## src/rtl/pipe_pkg.sv

```systemverilog
// Shared definitions for the pipeline stage register and its entry cells.
// Holds the skid FSM state encoding and the occupancy count width.
// No logic; imported by the stage top.
package pipe_pkg;

  localparam int OCC_W = 2;

  typedef enum logic [1:0] {
    EMPTY = 2'd0,
    ONE   = 2'd1,
    TWO   = 2'd2
  } state_t;

endpackage

```

## src/rtl/pipe_entry.sv

```systemverilog
// Single pipeline entry: payload, bubble flag and valid bit.
// Latency: updates on the falling edge of clk; async reset to empty.
// Backpressure: none internally; clear wins over load, else holds.
module pipe_entry #(
  parameter int               WIDTH      = 32,
  parameter logic [WIDTH-1:0] RESET_DATA = '0
) (
  input  logic             clk,
  input  logic             reset_n,
  input  logic             load,
  input  logic             clear,
  input  logic [WIDTH-1:0] d_data,
  input  logic             d_nop,
  output logic [WIDTH-1:0] q_data,
  output logic             q_nop,
  output logic             q_valid
);

  // An empty entry always shows RESET_DATA with the bubble flag set.
  always_ff @(negedge clk or negedge reset_n) begin
    if (!reset_n) begin
      q_data  <= RESET_DATA;
      q_nop   <= 1'b1;
      q_valid <= 1'b0;
    end else if (clear) begin
      q_data  <= RESET_DATA;
      q_nop   <= 1'b1;
      q_valid <= 1'b0;
    end else if (load) begin
      q_data  <= d_data;
      q_nop   <= d_nop;
      q_valid <= 1'b1;
    end
  end

endmodule

```

## src/rtl/pipe_stage_reg.sv

```systemverilog
// Valid/ready pipeline stage register, single-entry (SKID=0) or two-entry skid (SKID=1).
// Latency: one falling edge from input transfer to out_valid when empty.
// Backpressure: SKID=0 in_ready = !out_valid|out_ready; SKID=1 in_ready is a flop (low when full).
module pipe_stage_reg
  import pipe_pkg::*;
#(
  parameter int               WIDTH      = 32,
  parameter int               SKID       = 1,
  parameter logic [WIDTH-1:0] RESET_DATA = '0
) (
  input  logic             clk,
  input  logic             reset_n,
  input  logic             in_valid,
  output logic             in_ready,
  input  logic [WIDTH-1:0] in_data,
  input  logic             in_nop,
  input  logic             flush,
  output logic             out_valid,
  input  logic             out_ready,
  output logic [WIDTH-1:0] out_data,
  output logic             out_nop,
  output logic [OCC_W-1:0] occupancy
);

  if (SKID != 0) begin : g_skid

    state_t           state;
    state_t           state_nxt;
    logic             rdy_q;
    logic             in_xfer;
    logic             out_xfer;
    logic             head_load;
    logic             head_clr;
    logic             skid_load;
    logic             skid_clr;
    logic             promote;
    logic [WIDTH-1:0] head_d_data;
    logic             head_d_nop;
    logic [WIDTH-1:0] skid_data;
    logic             skid_nop;
    logic             skid_valid;

    // Flush masks both transfers so nothing is accepted or consumed at that edge.
    assign in_xfer  = in_valid & rdy_q & ~flush;
    assign out_xfer = out_valid & out_ready & ~flush;
    assign in_ready = rdy_q;

    // The head is refilled from the skid entry when draining from full, else from upstream.
    assign head_d_data = promote ? skid_data : in_data;
    assign head_d_nop  = promote ? skid_nop  : in_nop;

    // The head is always valid whenever the skid entry is, so this counts 0..2.
    assign occupancy = {skid_valid, out_valid & ~skid_valid};

    // State register; in_ready is precomputed from the next state so it never
    // depends combinationally on out_ready.
    always_ff @(negedge clk or negedge reset_n) begin
      if (!reset_n) begin
        state <= EMPTY;
        rdy_q <= 1'b1;
      end else begin
        state <= state_nxt;
        rdy_q <= (state_nxt != TWO);
      end
    end

    // Next-state and entry load/clear decode.
    always_comb begin
      state_nxt = state;
      head_load = 1'b0;
      head_clr  = 1'b0;
      skid_load = 1'b0;
      skid_clr  = 1'b0;
      promote   = 1'b0;
      if (flush) begin
        state_nxt = EMPTY;
        head_clr  = 1'b1;
        skid_clr  = 1'b1;
      end else begin
        case (state)
          EMPTY: begin
            if (in_xfer) begin
              head_load = 1'b1;
              state_nxt = ONE;
            end
          end
          ONE: begin
            if (in_xfer && !out_xfer) begin
              skid_load = 1'b1;
              state_nxt = TWO;
            end else if (!in_xfer && out_xfer) begin
              head_clr  = 1'b1;
              state_nxt = EMPTY;
            end else if (in_xfer && out_xfer) begin
              head_load = 1'b1;
            end
          end
          TWO: begin
            if (out_xfer) begin
              head_load = 1'b1;
              promote   = 1'b1;
              skid_clr  = 1'b1;
              state_nxt = ONE;
            end
          end
          default: begin
            state_nxt = EMPTY;
            head_clr  = 1'b1;
            skid_clr  = 1'b1;
          end
        endcase
      end
    end

    pipe_entry #(
      .WIDTH      (WIDTH),
      .RESET_DATA (RESET_DATA)
    ) u_head (
      .clk     (clk),
      .reset_n (reset_n),
      .load    (head_load),
      .clear   (head_clr),
      .d_data  (head_d_data),
      .d_nop   (head_d_nop),
      .q_data  (out_data),
      .q_nop   (out_nop),
      .q_valid (out_valid)
    );

    pipe_entry #(
      .WIDTH      (WIDTH),
      .RESET_DATA (RESET_DATA)
    ) u_skid (
      .clk     (clk),
      .reset_n (reset_n),
      .load    (skid_load),
      .clear   (skid_clr),
      .d_data  (in_data),
      .d_nop   (in_nop),
      .q_data  (skid_data),
      .q_nop   (skid_nop),
      .q_valid (skid_valid)
    );

  end else begin : g_single

    logic in_xfer;
    logic out_xfer;
    logic ent_clr;

    // Ready when empty or when the head leaves at the same edge.
    assign in_ready  = ~out_valid | out_ready;
    assign in_xfer   = in_valid & in_ready & ~flush;
    assign out_xfer  = out_valid & out_ready & ~flush;
    // A simultaneous in/out transfer reloads the head instead of clearing it.
    assign ent_clr   = flush | (out_xfer & ~in_xfer);
    assign occupancy = {1'b0, out_valid};

    pipe_entry #(
      .WIDTH      (WIDTH),
      .RESET_DATA (RESET_DATA)
    ) u_head (
      .clk     (clk),
      .reset_n (reset_n),
      .load    (in_xfer),
      .clear   (ent_clr),
      .d_data  (in_data),
      .d_nop   (in_nop),
      .q_data  (out_data),
      .q_nop   (out_nop),
      .q_valid (out_valid)
    );

  end

endmodule
```

## config.mk

```make
export PLATFORM = sky130hd
export DESIGN_NAME = pipe_stage_reg
export DESIGN_NICKNAME = d
export VERILOG_FILES = /design/src/rtl/pipe_pkg.sv /design/src/rtl/pipe_entry.sv /design/src/rtl/pipe_stage_reg.sv
export SDC_FILE = /design/constraint.sdc
export NUM_CORES = 1
export LEC_CHECK = 0
export CAP_MARGIN = 10
export CORE_MARGIN = 2
export CORE_UTILIZATION = 25
export DETAILED_ROUTE_END_ITERATION = 7
export PLACE_DENSITY = 0.53
export SETUP_SLACK_MARGIN = 0.4
export SYNTH_ARGS = -nofsm -noshare
export SYNTH_HDL_FRONTEND = slang
export SYNTH_HIERARCHICAL = 1
export SYNTH_SLANG_ARGS = --single-unit
export TNS_END_PERCENT = 1
```

## constraint.sdc

```tcl
create_clock -name clk -period 2 [get_ports clk]
set_input_delay 0.2 -clock clk [delete_from_list [all_inputs] [get_ports clk]]
set_output_delay 0.2 -clock clk [all_outputs]
set_load 0.01 [all_outputs]
```

==> impl_metrics.toml <==
[outcome]
status = "finished with violations"
failed_checks = "negative setup slack"

[logic_synthesis]
yosys.area.top_type = "dfrtn_1"
synth_ff_type = "dfrtn_1"
synth_top_area_share_pct = 46.6
yosys_warnings = 6
seq_area_frac_synth_pct = 48.8
synth-adder-area-share_pct = 0
ys_seq_elements = 71
synthArstFlopShare_pct = 100
synthMuxAreaShare_pct = 31.1
synth.distinct_cells = 28
synth_edf_count = 0
synth_area_per_cell_um2 = 12.7
synth_top_family_by_area = "multiplexers"
synth_area_um2 = 3650
synth_cells = 287
syn_nets = 325
synth-simple-area-share_pct = 10.5
yosys-top-cells-count = "68 x dfrtn_1, 68 x nor2_1, 65 x mux2i_1, 30 x mux2_4, 9 x buf_12"
synth-xor-area-share_pct = 0
netlist_top_cells_area = "dfrtn_1 47%, mux2i_1 18%, mux2_4 12%, nor2_1 7.0%, buf_12 4.9%"
synth_compound_area_share_pct = 1.61

[floorplanning]
num_io_pins = 75
start_util_pct = 25.4
die_h_um = 125
rows = 44
core_area_um2 = 14400
die_x_um = 125
die-area_um2 = 15600

[critical_path]
timing.rr.end = "g_skid.u_skid/q_data[28]$_DFFE_NN0P_"
crit_path_start_kind = "primary input"
r2r-start = "in_ready$_DFF_NN1_"
cp.arrival_ns = 1.46
ff2ff_path_depth = 9
cpMostUsedCell = "buf_6"
cp_cell_sequence = "buf_8 -> and2_4 -> buf_6 -> nor4b_4 -> buf_6 -> buf_6 -> buf_12 -> buf_16 -> mux2i_1 -> nor2_1"
cpMaxStageDelayCell = "nor4b_4"
critPathCaptureType = "flop"
worstSetupPathType = "primary input to flop"
ff2ff_setup_slack_ns = 0.04
critPathMaxFanout = 5
worst_ep_required_time_ns = 1.19
max_stage_delay_ns = 0.21

[pwr]
switching_power_uw = 962
p_seq_share_pct = 37.4
ir_drop_mv = 0.413
power.density_nw_per_um2 = 797
p_leak_nw = 2.45
clock_power_share_pct = 44.8
finalPower_mw = 4.21
switching_share_pct = 22.8
p_int_mw = 3.25
p_comb_share_pct = 17.8

[placement]
place_area_um2 = 4760
dp_cells = 554
numPortBuffers = 74
gp_congestion = 0.734
dpl.hpwl_mm = 5.40

[clocking]
clk_pin_slew_ns = 0.04
cts_tree = "built"
htree_levels = 3
numCtsBuffers = 9
clock_path_buffers = 2
cts.sinks = 71
insertion_delay_ns = 0.38
ctsHoldBuffers = 0
root_buffer = "clkbuf_16"

[detailed_routing]
viasPerCell = 4.19
routed_wl_mm = 8.42
drtIter0Drc = 84
vias = 2461
wl_per_cell_um = 14.3
drc = 0
dr.pass1.iters = 4
ant_nets = 0

[global_routing]
antenna_found_initial = 0
grt_pass1_wl_mm = 14.2
globalRouteOverflowTotal = 0
grt_pass1_vias = 2705
grt_max_degree = 31
track_usage_pct = 11.7

[cells_and_area]
finalNetCount = 436
areaGrowthSynthToFinish_pct = 44.7
drive_gt1_share_pct = 37.0
stdcell_count = 587
design_area_um2 = 5280
n_antenna_cell = 0

[timing]
worstMarginPinSlew_ns = 0.273
slew_violations = 0
rsz0062_at_grt = "true"
hold_viol_final = 0
clock_skew_ns = 0.0494
setup_violations = 105
post-route-worst-setup-slack_ns = -0.277
slew_headroom_pct = 81.5

[hold_path]
whs_path_depth = 2
holdPathEnd = "g_skid.u_head/q_data[7]$_DFFE_NN0P_"
hold_path_class = "flop to flop"
min_from = "g_skid.u_head/q_data[7]$_DFFE_NN0P_"

[job]
drv_cap = 0
-- critical path: cells and delay by family --
kind / cells / cell delay (ns)
buf+inv: 6 / 0.67
simple gates: 3 / 0.40
mux: 1 / 0.17
-- per-stage QoR --
step                setup TNS (ns)  worst slack, ns  util, %  hold slack [ns]
floorplan                   -25.34           -0.417        -            0.441
CTS                         -18.44           -0.290     36.7            0.470
global placement            -72.52            -1.01     33.1            0.461
detailed placement          -75.46            -1.09     33.1            0.471
finish                      -16.51           -0.277     36.7            0.461
global route                -21.43           -0.358     36.7            0.488
-- final cells by class --
class	count	area [um2]
fillers	1411	9090
flip-flops and latches	71	1780
multi-input cells	190	1630
repair buffers	122	1280
clock buffers	12	236
well taps	184	230
clock inverters	7	119
inverters	1	3.75
-- registers in the layout, indices dropped and copies added, names as in the netlist --
signal,count
g_skid.u_head/q_data,32
g_skid.u_skid/q_data,32
g_skid.u_head/q_nop,1
in_ready,1
g_skid.u_skid/q_nop,1
g_skid.state,2
g_skid.u_head/q_valid,1
g_skid.u_skid/q_valid,1
-- placed cells by master, fill, tap and decap left out, types with 2 or more instances in the layout --
cell,count
buf_16,7
nor2_1,68
clkbuf_1,3
buf_6,9
bufinv_16,3
mux2_4,30
o21ai_0,2
buf_4,22
buf_12,15
dfstp_2,3
buf_2,35
a211o_1,2
clkdlybuf4s50_1,33
dfrtn_1,68
mux2_2,3
clkbuf_16,9
inv_1,4
nor2b_1,3
mux2i_1,64
nand2_1,2
nor3_1,2
-- per-layer routing --
metal | routed length, um | global-route usage (%) | vias to the layer above
li1 | - | - | 1196
met1 | 3950 | 14.7 | 1208
met2 | 4010 | 19.3 | 46
met3 | 344 | 3.61 | 11
met4 | 106 | 3.37 | 0
met5 | 0 | 0 | -
-- worst max-delay path by stage --
stage,startpoint,slack (ns),end
floorplan,out_ready,-0.42,g_skid.u_skid/q_data[10]$_DFFE_NN0P_
global placement,out_ready,-1.01,g_skid.u_skid/q_data[12]$_DFFE_NN0P_
detailed placement,out_ready,-1.09,g_skid.u_skid/q_data[26]$_DFFE_NN0P_
CTS,out_ready,-0.29,g_skid.u_skid/q_data[19]$_DFFE_NN0P_
global route,out_ready,-0.36,g_skid.u_skid/q_data[29]$_DFFE_NN0P_
finish,out_ready,-0.28,g_skid.u_skid/q_data[28]$_DFFE_NN0P_
-- timing repair --
action                                  4_1_cts  5_1_grt
gates cloned                                  6        0
buffers inserted                             11        0
gates resized for setup                     181        4
pin swaps                                    11       10
endpoints found under the setup margin      108      108
-- cells by family after synthesis --
| logic type | after synthesis |
|---|---|
| flip-flops | 71 |
| multiplexers | 98 |
| AO/OA/AOI/OAI | 9 |
| AND/OR/NAND/NOR | 83 |
| buffers and inverters | 26 |
-- power by group through the flow --
stage / clock [mW] / sequential (mW) / combinational (mW)
2_1_floorplan: 0.0188 / 1.61 / 0.336
3_3_place_gp: 0.0188 / 1.60 / 0.672
3_5_place_dp: 0.0188 / 1.60 / 0.681
4_1_cts: 1.95 / 1.57 / 0.761
5_1_grt: 2.02 / 1.59 / 0.813
6_report: 1.89 / 1.57 / 0.750
Power figures use the tool's default switching activity.
